$ cat config.mk
export PLATFORM = sky130hd
export DESIGN_NAME = calculator_alu
export DESIGN_NICKNAME = d
export VERILOG_FILES = /design/src/rtl/calculator_alu.sv
export SDC_FILE = /design/constraint.sdc
export NUM_CORES = 1
export LEC_CHECK = 0
export ABC_AREA = 1
export CORE_ASPECT_RATIO = 1.75
export CORE_UTILIZATION = 56
export DETAILED_ROUTE_END_ITERATION = 6
export GPL_TIMING_DRIVEN = 0
export PLACE_DENSITY = 0.78
export RECOVER_POWER = 50
export SLEW_MARGIN = 20
export SYNTH_ARGS = -nofsm -noshare
export SYNTH_HDL_FRONTEND = slang
export SYNTH_SLANG_ARGS = --single-unit
$ cat constraint.sdc
create_clock -name clk -period 5.78 [get_ports clk]
set_clock_uncertainty 0.1 [all_clocks]
set_input_delay 1.156 -clock clk [delete_from_list [all_inputs] [get_ports clk]]
set_output_delay 1.156 -clock clk [all_outputs]
set_load 0.01 [all_outputs]
$ cat src/rtl/calculator_alu.sv
`default_nettype none
// ============================================================================
// Module   : calculator_alu
// Brief    : Multi-cycle integer ALU (ADD/SUB single-pass, iterative MUL/DIV)
//            with request/result valid-ready handshakes.
// Revision : 1.0 - initial release
// ============================================================================
module calculator_alu #(
   parameter int DATA_WIDTH = 16
) (
   input  logic                  clk,
   input  logic                  rst,
   input  logic [DATA_WIDTH-1:0] i_alu_input_a,
   input  logic [DATA_WIDTH-1:0] i_alu_input_b,
   input  logic [1:0]            i_alu_input_op,
   input  logic                  i_alu_input_signed,
   input  logic                  i_alu_input_valid,
   output logic                  o_alu_input_ready,
   output logic [DATA_WIDTH-1:0] o_alu_result,
   output logic                  o_alu_error,
   output logic                  o_alu_result_valid,
   input  logic                  i_alu_result_ready
);
   localparam int W = DATA_WIDTH;
   localparam int c_CNT_W = $clog2(W) + 1;
   localparam logic [c_CNT_W-1:0] c_ITERS = c_CNT_W'(W);
   localparam logic [1:0] c_OP_ADD = 2'b00;
   localparam logic [1:0] c_OP_SUB = 2'b01;
   localparam logic [1:0] c_OP_MUL = 2'b10;
   localparam logic [W-1:0]   c_HALF  = {1'b1, {(W-1){1'b0}}};
   localparam logic [2*W-1:0] c_HALF2 = {{W{1'b0}}, c_HALF};

   typedef enum logic [1:0] {
      S_IDLE = 2'd0,
      S_CALC = 2'd1,
      S_DONE = 2'd2
   } state_t;

   state_t r_state, w_state_nxt;

   logic [W-1:0]       r_a, r_b, r_divisor, r_shift, r_rem, r_result;
   logic [1:0]         r_op;
   logic               r_signed, r_fast, r_neg, r_error;
   logic [c_CNT_W-1:0] r_cnt;
   logic [2*W-1:0]     r_acc, r_mcand;

   logic           w_accept, w_calc_done;
   logic [W-1:0]   w_abs_a, w_abs_b, w_fin_value, w_fin_result;
   logic           w_fin_error;
   logic [W:0]     w_sum, w_dif, w_rem_sh, w_rem_diff;
   logic           w_add_ovf, w_sub_ovf;

   assign o_alu_input_ready  = (r_state == S_IDLE) && !rst;
   assign o_alu_result_valid = (r_state == S_DONE);
   assign o_alu_result       = r_result;
   assign o_alu_error        = r_error;

   assign w_accept    = i_alu_input_valid && o_alu_input_ready;
   assign w_calc_done = r_fast || (r_cnt == c_ITERS);

   assign w_abs_a = (i_alu_input_signed && i_alu_input_a[W-1]) ? -i_alu_input_a : i_alu_input_a;
   assign w_abs_b = (i_alu_input_signed && i_alu_input_b[W-1]) ? -i_alu_input_b : i_alu_input_b;

   assign w_sum     = {1'b0, r_a} + {1'b0, r_b};
   assign w_dif     = {1'b0, r_a} - {1'b0, r_b};
   assign w_add_ovf = (r_a[W-1] == r_b[W-1]) && (w_sum[W-1] != r_a[W-1]);
   assign w_sub_ovf = (r_a[W-1] != r_b[W-1]) && (w_dif[W-1] != r_a[W-1]);

   // Restoring division step: bit W of the trial difference is the borrow.
   assign w_rem_sh   = {r_rem, r_shift[W-1]};
   assign w_rem_diff = w_rem_sh - {1'b0, r_divisor};

   always_ff @(posedge clk or posedge rst) begin
      if (rst) r_state <= S_IDLE;
      else     r_state <= w_state_nxt;
   end

   always_comb begin
      w_state_nxt = r_state;
      case (r_state)
         S_IDLE:  if (w_accept)           w_state_nxt = S_CALC;
         S_CALC:  if (w_calc_done)        w_state_nxt = S_DONE;
         S_DONE:  if (i_alu_result_ready) w_state_nxt = S_IDLE;
         default:                         w_state_nxt = S_IDLE;
      endcase
   end

   always_comb begin
      w_fin_value = '0;
      w_fin_error = 1'b0;
      case (r_op)
         c_OP_ADD: begin
            w_fin_value = w_sum[W-1:0];
            w_fin_error = r_signed ? w_add_ovf : w_sum[W];
         end
         c_OP_SUB: begin
            w_fin_value = w_dif[W-1:0];
            w_fin_error = r_signed ? w_sub_ovf : w_dif[W];
         end
         c_OP_MUL: begin
            w_fin_value = r_neg ? -r_acc[W-1:0] : r_acc[W-1:0];
            if (r_signed) w_fin_error = r_neg ? (r_acc > c_HALF2) : (r_acc >= c_HALF2);
            else          w_fin_error = |r_acc[2*W-1:W];
         end
         default: begin
            w_fin_value = r_neg ? -r_shift : r_shift;
            // Only -2^(W-1) / -1 yields a positive quotient of 2^(W-1).
            w_fin_error = (r_b == '0) || (r_signed && !r_neg && (r_shift >= c_HALF));
         end
      endcase
      w_fin_result = w_fin_error ? '0 : w_fin_value;
   end

   always_ff @(posedge clk or posedge rst) begin
      if (rst) begin
         r_a       <= '0;
         r_b       <= '0;
         r_op      <= '0;
         r_signed  <= 1'b0;
         r_fast    <= 1'b0;
         r_neg     <= 1'b0;
         r_cnt     <= '0;
         r_acc     <= '0;
         r_mcand   <= '0;
         r_divisor <= '0;
         r_shift   <= '0;
         r_rem     <= '0;
         r_result  <= '0;
         r_error   <= 1'b0;
      end else if (w_accept) begin
         r_a       <= i_alu_input_a;
         r_b       <= i_alu_input_b;
         r_op      <= i_alu_input_op;
         r_signed  <= i_alu_input_signed;
         r_fast    <= (i_alu_input_op == c_OP_ADD) || (i_alu_input_op == c_OP_SUB) ||
                      (i_alu_input_b == '0);
         r_neg     <= i_alu_input_signed && (i_alu_input_a[W-1] ^ i_alu_input_b[W-1]);
         r_cnt     <= '0;
         r_acc     <= '0;
         r_rem     <= '0;
         r_mcand   <= {{W{1'b0}}, w_abs_a};
         r_divisor <= w_abs_b;
         r_shift   <= (i_alu_input_op == c_OP_MUL) ? w_abs_b : w_abs_a;
      end else if (r_state == S_CALC) begin
         if (!w_calc_done) begin
            r_cnt <= r_cnt + 1'b1;
            if (r_op == c_OP_MUL) begin
               if (r_shift[0]) r_acc <= r_acc + r_mcand;
               r_mcand <= r_mcand << 1;
               r_shift <= r_shift >> 1;
            end else if (!w_rem_diff[W]) begin
               r_rem   <= w_rem_diff[W-1:0];
               r_shift <= {r_shift[W-2:0], 1'b1};
            end else begin
               r_rem   <= w_rem_sh[W-1:0];
               r_shift <= {r_shift[W-2:0], 1'b0};
            end
         end else begin
            r_result <= w_fin_result;
            r_error  <= w_fin_error;
         end
      end
   end
endmodule
`default_nettype wire

==> flow_summary.yaml <==
timing:
  relSlewSlack_pct: -15.2
  max_freq_ghz: 0.267
  fin_crit_ns: 3.75
  finalHoldViolCount: 0
  fin_crit_sh_pct: 64.8
  setup_violations: 0
  rsz0062_at_grt: "no"
  slew_viol_final: 27
  tightestPinTransition_ns: 1.73
  setup_tns_ns: 0
final_layout:
  final_core_util_pct: 63.9
  n_antenna_cell: 0
  area_growth_pct: 12.2
  nNetsFinal: 2148
  drive_gt1_share_pct: 4.38
  fillers: 2258
synth:
  syn_area_mm2: 0.0133
  avgSynthCellArea_um2: 6.86
  ys_types: 52
  ys_seq_area_share_pct: 32.4
  syn_nets: 2067
  synth_seq_cells: 172
  ys_warn_count: 0
  syn_inst: 1939
clock_network:
  clock-root-buffer: "clkbuf_16"
  cts_num_sinks: 172
  cts_buffers: 17
  postCtsSetupBuffers: 0
  cts_hold_buf: 0
  tritoncts: "built"
  clk_pin_slew_ns: 0.06
  htree_levels: 4
  max-clock-path-buffers: 2
  clk_latency_ns: 0.46
  cts_resized: 0
global_route:
  grt_max_degree: 37
  met2_usage_pct: 73.6
  busiest_layer: "met2"
  track_usage_pct: 40.9
  grt_pass1_vias: 13900
  antenna_found_initial: 0
  grtUsageMet1_pct: 38.8
  grt-ovfl-total: 0
  grtUsageMet3_pct: 7.43
  grt_pass1_wl_mm: 74.3
floorplanning:
  die_area_mm2: 0.0244
  coreArea_mm2: 0.0233
  placement_rows: 74
  die_w_um: 118
  start_util_pct: 57.0
  num_io_pins: 58
  fp.dieH_um: 206
run:
  maxCapViolations: 1
drt:
  drtAntennaViolNets: 0
  vias: 14000
  drt_wl_total_mm: 48.7
  avgRoutedWirePerCell_um: 20.8
  drtIter0Drc: 988
  drt_pass1_iterations: 7
  vias_per_cell: 5.97
  drc: 0
run_status:
  outcome: "finished with violations"
  violations: "max-capacitance violations, max-slew violations"
power:
  ir_drop_mv: 0.273
  p_leak_nw: 7.31
  p_per_area_mw_per_mm2: 584
critical_path:
  end_kind: "output port"
  cp_max_fo: 2
  worst_setup_path_start_kind: "input pin"
  worst-setup-path-type: "in -> out"
  crit_arrival_ns: 2.49
  cp.required_ns: 4.52
  reg2reg_slack_ns: 2.45
placed_design:
  numPortBuffers: 57
  dp_hpwl_mm: 39.3
  globalplace.congestion: 1.04
hold_path:
  hp-class: "reg -> reg"
-- through the flow --
stage | total power (W) | setup WS (ns) | hold slack (ns) | instances | cell area [um2]
after global placement | 0.00725 | 0.959 | 0.363 | 2300 | 14200
after CTS | 0.00858 | 2.11 | 0.383 | 2337 | 14900
after floorplan | 0.00559 | 2.33 | 0.353 | 1939 | 13300
after detailed placement | 0.00735 | 1.87 | 0.365 | 2305 | 14300
after global routing | 0.00934 | 1.82 | 0.406 | 2337 | 14900
final | 0.00872 | 2.03 | 0.380 | 2337 | 14900
-- state kept, by name (all words and copies together), names as in the netlist --
name / count
r_acc: 32
r_mcand: 32
o_alu_result: 16
r_a: 16
r_b: 16
r_rem: 16
r_shift: 16
r_divisor: 15
r_cnt: 5
r_op: 2
r_state: 2
o_alu_error: 1
r_fast: 1
r_neg: 1
r_signed: 1
-- layer usage --
layer / share of wire, % / vias to the layer above / routed length (um)
met4: 11 / 0 / 5210
li1: - / 6631 / -
met5: 0 / - / 0
met1: 34 / 6484 / 16300
met2: 50 / 575 / 24500
met3: 5.4 / 264 / 2640
-- power by group --
part	switching [W]	leakage, nW	internal (W)
clock network	0.000537	0.289	0.000659
logic	0.00363	4.82	0.00172
registers	0.000538	2.19	0.00163
total	0.00471	7.31	0.00401
-- synthesized netlist by cell type, drive strengths merged --
library cell | instances | area, um2
a21boi | 4 | 30.0
a21o | 2 | 15.0
a21oi | 149 | 772
a221oi | 16 | 140
a22o | 1 | 8.76
a22oi | 9 | 67.6
a31o | 1 | 8.76
a31oi | 15 | 100
a41oi | 1 | 8.76
and3 | 4 | 25.0
buf | 19 | 114
clkbuf | 33 | 124
clkinv | 4 | 15.0
dfrtp | 172 | 4300
fa | 4 | 80.1
ha | 85 | 1060
inv | 259 | 972
nand2 | 509 | 1940
nand3 | 129 | 661
nand3b | 4 | 30.0
nand4 | 21 | 131
nor2 | 144 | 563
nor3 | 34 | 190
nor3b | 1 | 7.51
nor4 | 10 | 62.6
o2111ai | 2 | 17.5
o211ai | 13 | 97.6
o21a | 4 | 30.0
o21ai | 188 | 941
o21bai | 15 | 113
o221ai | 1 | 8.76
o22a | 1 | 8.76
o22ai | 32 | 200
o31ai | 2 | 15.0
o32ai | 1 | 8.76
or2 | 6 | 37.5
xnor2 | 10 | 87.6
xor2 | 34 | 298
-- cell families after synthesis --
kind of cell,after synthesis,synth area share [%]
flops,172,32.4
fa+ha+maj,89,8.60
simple gates,862,27.4
compound gates,457,19.5
buf+inv,315,9.21
xor+xnor,44,2.90
-- critical path: stages --
cell             delay [ns]
dlygate4sd3_1          0.58
nor3_2                 0.18
clkdlybuf4s50_1        0.57
-- layout make-up --
| class | count | area [um2] | share of cell area, % |
|---|---|---|---|
| plain buffers | 52 | 238 | 1.59 |
| clock buffers | 19 | 443 | 2.97 |
| clock inverters | 13 | 151 | 1.01 |
| inverters | 263 | 988 | 6.63 |
| multi-input cells | 1452 | 7760 | 52.0 |
| flip-flops and latches | 172 | 4300 | 28.9 |
| well taps | 304 | 380 | 2.55 |
| repair buffers | 62 | 654 | 4.39 |
-- layout by cell type, fill, tap and decap left out, types with 32 or more instances in the layout --
master           instances
a21oi_1                144
clkbuf_1                35
clkdlybuf4s50_1         48
dfrtp_1                172
ha_1                    85
inv_1                  254
nand2_1                499
nand3_1                126
nor2_1                 139
o21ai_0                184
o22ai_1                 32
xor2_1                  34
-- final timing paths --
path,startpoint,to,cells past startpoint
worst max-delay path,rst,o_alu_input_ready,3
worst max register to register,r_b[2],o_alu_result[11],12
min in group asynchronous,rst,o_alu_result[12],2
worst min-delay path,o_alu_result[8],o_alu_result[8],2
max in group asynchronous,rst,r_a[9],5
worst min register to register,o_alu_result[8],o_alu_result[8],2
No activity file was read; power rests on OpenSTA's default activity.
